--- src/rtl/rs_bank_sequencer_if.sv ---
// rs_bank_sequencer_if: bundles the requester handshake and RS-bank drive/readback signals.
// Latency: none, wires only.
// Backpressure: requesters hold reqN until gntN; the sequencer samples requests only while idle.
// Signals: req/op/mask per requester, gnt/done/err per requester, rs_R/rs_S/rs_enable to the bank,
//          q_in from the bank, busy status.
// master = requesters + bank model side, slave = rs_bank_sequencer.
interface rs_bank_sequencer_if #(
  parameter int WIDTH = 4
);
  logic             req0;
  logic             op0;
  logic [WIDTH-1:0] mask0;
  logic             req1;
  logic             op1;
  logic [WIDTH-1:0] mask1;
  logic             gnt0;
  logic             gnt1;
  logic             done0;
  logic             done1;
  logic             err0;
  logic             err1;
  logic [WIDTH-1:0] rs_R;
  logic [WIDTH-1:0] rs_S;
  logic             rs_enable;
  logic [WIDTH-1:0] q_in;
  logic             busy;

  modport master (
    output req0, op0, mask0, req1, op1, mask1, q_in,
    input  gnt0, gnt1, done0, done1, err0, err1, rs_R, rs_S, rs_enable, busy
  );

  modport slave (
    input  req0, op0, mask0, req1, op1, mask1, q_in,
    output gnt0, gnt1, done0, done1, err0, err1, rs_R, rs_S, rs_enable, busy
  );
endinterface

--- src/rtl/rs_bank_sequencer.sv ---
// rs_bank_sequencer: round-robin arbiter and write sequencer for one shared bank of RS flip-flops.
// Latency: gnt in the cycle after the sampling edge t; done in cycle t+STROBE_CYCLES+2; idle again at t+STROBE_CYCLES+3.
// Backpressure: requests are sampled only in IDLE; a held req waits, and one idle cycle separates transactions.
// Ports: clk (rising edge), reset (synchronous, active-high), bus (slave modport of rs_bank_sequencer_if).
// Optional: define RS_READBACK_CHECK_EN to compare the bank's Q against the written value and pulse err with done;
//           without it err0/err1 stay 0 and q_in is ignored.
module rs_bank_sequencer #(
  parameter int WIDTH         = 4,
  parameter int STROBE_CYCLES = 1   // legal 1..15
) (
  input  logic               clk,
  input  logic               reset,
  rs_bank_sequencer_if.slave bus
);

  typedef enum logic [2:0] {
    ST_IDLE,
    ST_SETUP,
    ST_STROBE,
    ST_HOLD,
    ST_DONE
  } state_t;

  localparam logic [3:0] STROBE_LAST = 4'(STROBE_CYCLES - 1);

  state_t           r_state;
  logic             r_last_grant;
  logic             r_who;        // 0 = requester 0 owns the current transaction
  logic             r_op;
  logic [WIDTH-1:0] r_mask;
  logic [3:0]       r_cnt;
  logic             r_gnt0;
  logic             r_gnt1;
  logic             r_done0;
  logic             r_done1;
  logic             r_err0;
  logic             r_err1;
  logic [WIDTH-1:0] r_rs_R;
  logic [WIDTH-1:0] r_rs_S;
  logic             r_rs_enable;
  logic             r_busy;

  logic             w_pick1;
  logic             w_op;
  logic [WIDTH-1:0] w_mask;
  logic             w_mismatch;

  // Requester 1 wins when it asks alone, or on a tie when requester 0 was served last.
  assign w_pick1 = bus.req1 & (~bus.req0 | ~r_last_grant);
  assign w_op    = w_pick1 ? bus.op1   : bus.op0;
  assign w_mask  = w_pick1 ? bus.mask1 : bus.mask0;

`ifdef RS_READBACK_CHECK_EN
  // Evaluated in HOLD, so q_in is sampled on the edge that enters DONE.
  assign w_mismatch = |(r_mask & (bus.q_in ^ {WIDTH{r_op}}));
`else
  logic w_unused_readback;
  assign w_mismatch        = 1'b0;
  assign w_unused_readback = ^{bus.q_in, r_op, r_mask};
`endif

  always_ff @(posedge clk) begin
    if (reset) begin
      r_state      <= ST_IDLE;
      r_last_grant <= 1'b1;
      r_who        <= 1'b0;
      r_op         <= 1'b0;
      r_mask       <= '0;
      r_cnt        <= '0;
      r_gnt0       <= 1'b0;
      r_gnt1       <= 1'b0;
      r_done0      <= 1'b0;
      r_done1      <= 1'b0;
      r_err0       <= 1'b0;
      r_err1       <= 1'b0;
      r_rs_R       <= '0;
      r_rs_S       <= '0;
      r_rs_enable  <= 1'b0;
      r_busy       <= 1'b0;
    end else begin
      // Pulse outputs default low; each is raised only on the edge entering its state.
      r_gnt0  <= 1'b0;
      r_gnt1  <= 1'b0;
      r_done0 <= 1'b0;
      r_done1 <= 1'b0;
      r_err0  <= 1'b0;
      r_err1  <= 1'b0;
      case (r_state)
        ST_IDLE: begin
          if (bus.req0 | bus.req1) begin
            r_who        <= w_pick1;
            r_last_grant <= w_pick1;
            r_gnt0       <= ~w_pick1;
            r_gnt1       <= w_pick1;
            r_op         <= w_op;
            r_mask       <= w_mask;
            // R and S derive from one op bit, so they can never both be 1.
            r_rs_S       <= w_mask & {WIDTH{w_op}};
            r_rs_R       <= w_mask & ~{WIDTH{w_op}};
            r_busy       <= 1'b1;
            r_state      <= ST_SETUP;
          end
        end
        ST_SETUP: begin
          r_rs_enable <= 1'b1;
          r_cnt       <= STROBE_LAST;
          r_state     <= ST_STROBE;
        end
        ST_STROBE: begin
          if (r_cnt == 4'd0) begin
            r_rs_enable <= 1'b0;
            r_state     <= ST_HOLD;
          end else begin
            r_cnt <= r_cnt - 4'd1;
          end
        end
        ST_HOLD: begin
          // Enable has been low for a full cycle, so R/S may now be released.
          r_rs_R  <= '0;
          r_rs_S  <= '0;
          r_done0 <= ~r_who;
          r_done1 <= r_who;
          r_err0  <= ~r_who & w_mismatch;
          r_err1  <= r_who & w_mismatch;
          r_state <= ST_DONE;
        end
        ST_DONE: begin
          r_busy  <= 1'b0;
          r_state <= ST_IDLE;
        end
        default: begin
          r_state <= ST_IDLE;
        end
      endcase
    end
  end

  assign bus.gnt0      = r_gnt0;
  assign bus.gnt1      = r_gnt1;
  assign bus.done0     = r_done0;
  assign bus.done1     = r_done1;
  assign bus.err0      = r_err0;
  assign bus.err1      = r_err1;
  assign bus.rs_R      = r_rs_R;
  assign bus.rs_S      = r_rs_S;
  assign bus.rs_enable = r_rs_enable;
  assign bus.busy      = r_busy;

endmodule

--- src/flat_wrapper.sv ---
// flat-port wrapper written by rule: the top's interface ports become plain ports
module rs_bank_sequencer_flat 
#(
  parameter int WIDTH         = 4,
  parameter int STROBE_CYCLES = 1                 
)
  (clk, reset, bus_req0, bus_op0, bus_mask0, bus_req1, bus_op1, bus_mask1, bus_q_in, bus_gnt0, bus_gnt1, bus_done0, bus_done1, bus_err0, bus_err1, bus_rs_R, bus_rs_S, bus_rs_enable, bus_busy);
  rs_bank_sequencer_if #(.WIDTH(WIDTH)) bus_i ();
  input  logic clk;
  input  logic reset;
  input wire logic [$bits(bus_i.req0)-1:0] bus_req0;
  input wire logic [$bits(bus_i.op0)-1:0] bus_op0;
  input wire logic [$bits(bus_i.mask0)-1:0] bus_mask0;
  input wire logic [$bits(bus_i.req1)-1:0] bus_req1;
  input wire logic [$bits(bus_i.op1)-1:0] bus_op1;
  input wire logic [$bits(bus_i.mask1)-1:0] bus_mask1;
  input wire logic [$bits(bus_i.q_in)-1:0] bus_q_in;
  output wire logic [$bits(bus_i.gnt0)-1:0] bus_gnt0;
  output wire logic [$bits(bus_i.gnt1)-1:0] bus_gnt1;
  output wire logic [$bits(bus_i.done0)-1:0] bus_done0;
  output wire logic [$bits(bus_i.done1)-1:0] bus_done1;
  output wire logic [$bits(bus_i.err0)-1:0] bus_err0;
  output wire logic [$bits(bus_i.err1)-1:0] bus_err1;
  output wire logic [$bits(bus_i.rs_R)-1:0] bus_rs_R;
  output wire logic [$bits(bus_i.rs_S)-1:0] bus_rs_S;
  output wire logic [$bits(bus_i.rs_enable)-1:0] bus_rs_enable;
  output wire logic [$bits(bus_i.busy)-1:0] bus_busy;
  assign bus_i.req0 = bus_req0;
  assign bus_i.op0 = bus_op0;
  assign bus_i.mask0 = bus_mask0;
  assign bus_i.req1 = bus_req1;
  assign bus_i.op1 = bus_op1;
  assign bus_i.mask1 = bus_mask1;
  assign bus_i.q_in = bus_q_in;
  assign bus_gnt0 = bus_i.gnt0;
  assign bus_gnt1 = bus_i.gnt1;
  assign bus_done0 = bus_i.done0;
  assign bus_done1 = bus_i.done1;
  assign bus_err0 = bus_i.err0;
  assign bus_err1 = bus_i.err1;
  assign bus_rs_R = bus_i.rs_R;
  assign bus_rs_S = bus_i.rs_S;
  assign bus_rs_enable = bus_i.rs_enable;
  assign bus_busy = bus_i.busy;
  rs_bank_sequencer #(.WIDTH(WIDTH), .STROBE_CYCLES(STROBE_CYCLES)) u_core (.clk(clk), .reset(reset), .bus(bus_i));
endmodule
--- config.mk ---
export PLATFORM = sky130hd
export DESIGN_NAME = rs_bank_sequencer_flat
export DESIGN_NICKNAME = d
export VERILOG_FILES = /design/src/rtl/rs_bank_sequencer_if.sv /design/src/rtl/rs_bank_sequencer.sv /design/src/flat_wrapper.sv
export SDC_FILE = /design/constraint.sdc
export NUM_CORES = 1
export LEC_CHECK = 0
export CORE_MARGIN = 5
export CORE_UTILIZATION = 43
export DETAILED_ROUTE_END_ITERATION = 10
export HOLD_SLACK_MARGIN = 0.1
export PLACE_DENSITY_LB_ADDON = 0.08
export SYNTH_ARGS = -nofsm -noshare
export SYNTH_HDL_FRONTEND = slang
export SYNTH_SLANG_ARGS = --single-unit
--- constraint.sdc ---
create_clock -name clk -period 2.1 [get_ports clk]
set_input_delay 0.525 -clock clk [delete_from_list [all_inputs] [get_ports clk]]
set_output_delay 0.525 -clock clk [all_outputs]
set_load 0.01 [all_outputs]
==> results.toml <==
[status]
outcome = "completed"

[clock_tree]
cts_made_buffers = 3
worst_skew_pair.late_latency_ps = 310
cts_post_setup_buffers_inserted = 0
cts_sinks = 23
cts.htree.levels = 1
cts_max_path_buffers = 2
cts_hold_buffers = 0
tritoncts = "built"
clockRootBuffer = "sky130_fd_sc_hd__clkbuf_4"
path_clk_slew_ps = 130
cts-resized-gates = 0

[layout]
flow.area_growth_from_synthesis_pct = 35.9
multi_input_comb_area_sq_um = 473
layout_commonest_cell = "sky130_fd_sc_hd__clkdlybuf4s50_1"
antenna_cells = 0
sequential_cell_area_sq_um = 460
fill_cells = 210
layout-drive-gt1-share_pct = 12.5
final_nets = 157
mostFrequentLayoutCells = "sky130_fd_sc_hd__clkdlybuf4s50_1, sky130_fd_sc_hd__dfxtp_1, sky130_fd_sc_hd__nor2_1"

[global_routing]
grt_first_pass_wirelength_mm = 3.85
largest_net_degree_at_the_start_of_global_routing = 15
grt_antenna_before_repair = 0
globalRouteTotalUtil_pct = 14.8
grt_overflow_total = 0
grt_pass1_vias = 911

[flow_run]
drv_cap = 0

[power]
switching_power_of_the_nets_uw = 301
power_leakage_uw = 0.000506
comb_power_share_pct = 28.4
power.share.sequential_pct = 51.1
pwr_density_cell_nw_per_um2 = 760
switching_share_pct = 29.9
clock_power_share_pct = 20.5
vdd_ir_drop_max_mv = 0.500
p_int_uw = 706

[detailed_routing]
num_vias = 845
routedWlPerCell_um = 13.4
drc_errors = 0
drt-pass1-iter-count = 2
detail-route-antenna-nets = 0
dr.first_iter.drc_count = 9
routed_via_density = 5.15
drt-total-wl_mm = 2.20

[critical_path]
r2r_cells = 6
timing.critical_path.slowest_stage_cell = "sky130_fd_sc_hd__clkdlybuf4s50_1"
worstPathRequired_ps = 2320
crit_type = "input pin to flip-flop"
worst_setup_path_endpoint = "u_core.bus.rs_S[3]"
worst_setup_path_start_kind = "input pin"
critPathMaxStageDelay_ps = 480
crit-reg2reg-launch = "u_core.r_cnt[0]"
worst-endpoint-arrival_ps = 1990
r2r_setup_slack_ps = 430
timing.critical_path.cells = "clkdlybuf4s50_1, a21boi_1, buf_4, mux2i_1, nor2_1, a22o_1"
endpoint_kind = "flip-flop"
path_max_fanout = 6
regToRegEndpoint = "u_core.r_cnt[2]"
cp_startpoint = "bus_req1"

[die]
pin_count = 34
core_area_sq_um = 2190
initial_core_util_pct = 44.5
die_y_um = 57.6
dieArea_sq_um = 3320
num_rows = 17
die_width_um = 57.6

[placement]
numPortBuffers = 27
pre_cts_ws_ps = -11.4
gp_routability_congestion = 0.759
hpwl_mm = 1.70

[logic_synthesis]
syn_area_sq_um = 976
synthesis.instances = 104
postSynthAreaPerCell_sq_um = 9.38
yosysWarnings = 0
ys_seq_elements = 23
synth_cell_type_count = 34
synth_sequential_area_ratio_pct = 47.2

[hold_path]
hold_path.class = "flip-flop to flip-flop"
worst_hold_startpoint = "u_core.r_who"

[sta]
max-slew-margin-rel_pct = 59.7
finalWorstPathRequiredPeriod_ps = 1770
setup_viol = 0
worst_slew_pin_slew_ps = 604
finClkSkew_ps = 6.09
drv_slew = 0
rsz0062_at_grt = "false"
worst_slack_ps = 328
final_hold_viol_count = 0
achievable-frequency_mhz = 564
final.period_utilization_pct = 84.4
setup_total_negative_slack_ps = 0
flip-flops by register name, summed over array words and instances, names as in the netlist, 3 cells and up:
register and count:
u_core.bus.rs_R 4, u_core.r_cnt 4, u_core.bus.rs_S 4, u_core.r_state 3
metal layers:
| metal | global-route usage (%) | routed length, um |
|---|---|---|
| met3 | 3.79 | 107 |
| met2 | 24.7 | 1060 |
| met1 | 16.9 | 979 |
| met4 | 8.61 | 51 |
| met5 | 0 | 0 |
metrics by stage:
stage	total power (uW)	cells	utilization [%]	hold slack, ps	cell area (sq um)
after CTS	1020	164	60.5	451	1330
final	1010	164	60.5	448	1330
after global routing	1070	164	60.5	503	1330
after detailed placement	811	160	59.3	432	1300
after global placement	805	160	59.3	430	1300
after floorplan	687	105	-	413	980
cell type report:
cell class                 instances  area share, %
clock buffer                       3           1.70
clock inverter                     1          0.377
inverter                           4           1.13
multi-input combinational         72           35.7
sequential                        23           34.7
tap                               28           2.64
timing repair buffer              33           23.8
how the worst min path moves through the flow:
stage | endpoint | slack (ps) | cells after the start
floorplan | u_core.bus.done0 | 410 | 1
global route | u_core.bus.done0 | 500 | 1
global placement | u_core.bus.done0 | 430 | 1
CTS | u_core.bus.done0 | 450 | 1
finish | u_core.bus.done0 | 450 | 1
detailed placement | u_core.bus.done0 | 430 | 1
critical path, delay by kind of cell:
| family | cells | cell delay (ps) |
|---|---|---|
| muxes | 1 | 240 |
| AOI/OAI and AO/OA | 2 | 430 |
| buffers and inverters | 2 | 680 |
| and+or+nand+nor | 1 | 120 |
Yosys cell counts:
library cell	n	share of area, %
sky130_fd_sc_hd__dfxtp_1	23	47
sky130_fd_sc_hd__nor2_1	10	3.8
sky130_fd_sc_hd__a21oi_1	9	4.6
sky130_fd_sc_hd__a22o_1	8	7.2
sky130_fd_sc_hd__o21ai_0	6	3.1
sky130_fd_sc_hd__mux2i_1	5	5.1
sky130_fd_sc_hd__inv_1	4	1.5
sky130_fd_sc_hd__nand2_1	4	1.5
sky130_fd_sc_hd__nor3_1	4	2.1
sky130_fd_sc_hd__clkbuf_1	3	1.2
sky130_fd_sc_hd__buf_4	2	1.5
sky130_fd_sc_hd__ha_1	2	2.6
sky130_fd_sc_hd__o21ai_1	2	1.0
sky130_fd_sc_hd__or3_1	2	1.3
sky130_fd_sc_hd__a21boi_1	1	0.77
sky130_fd_sc_hd__a21oi_2	1	0.90
sky130_fd_sc_hd__a221o_1	1	1.0
sky130_fd_sc_hd__a221oi_2	1	1.5
sky130_fd_sc_hd__and2_1	1	0.64
sky130_fd_sc_hd__and2b_2	1	0.90
sky130_fd_sc_hd__and2b_4	1	1.0
sky130_fd_sc_hd__buf_2	1	0.51
sky130_fd_sc_hd__conb_1	1	0.38
sky130_fd_sc_hd__mux2_1	1	1.2
sky130_fd_sc_hd__nand2_2	1	0.64
sky130_fd_sc_hd__nand3_1	1	0.51
sky130_fd_sc_hd__nand4_1	1	0.64
sky130_fd_sc_hd__nor4_1	1	0.64
sky130_fd_sc_hd__o21a_1	1	0.77
sky130_fd_sc_hd__or2_1	1	0.64
sky130_fd_sc_hd__or2_2	1	0.64
sky130_fd_sc_hd__or3b_4	1	1.2
sky130_fd_sc_hd__or4_1	1	0.77
sky130_fd_sc_hd__or4b_1	1	1.0
power groups by stage:
stage                     Combinational [uW]  Clock [uW]  Sequential [uW]
after global placement                   282           0              522
after detailed placement                 286           0              525
after CTS                                288         215              515
final                                    286         206              515
after global routing                     316         233              523
after floorplan                          158           0              529
logic make-up (layout without fill, tap and decap cells):
kind of cell,count (synthesis),count (layout),synth area share [%]
simple gates,32,32,18.0
flops,23,23,47.2
fa+ha+maj,2,2,2.56
compound gates,30,30,20.9
buf+inv,10,41,4.74
mux,6,6,6.28
other cells,1,2,0.384
Note: power is estimated with default switching activity, not from simulation.
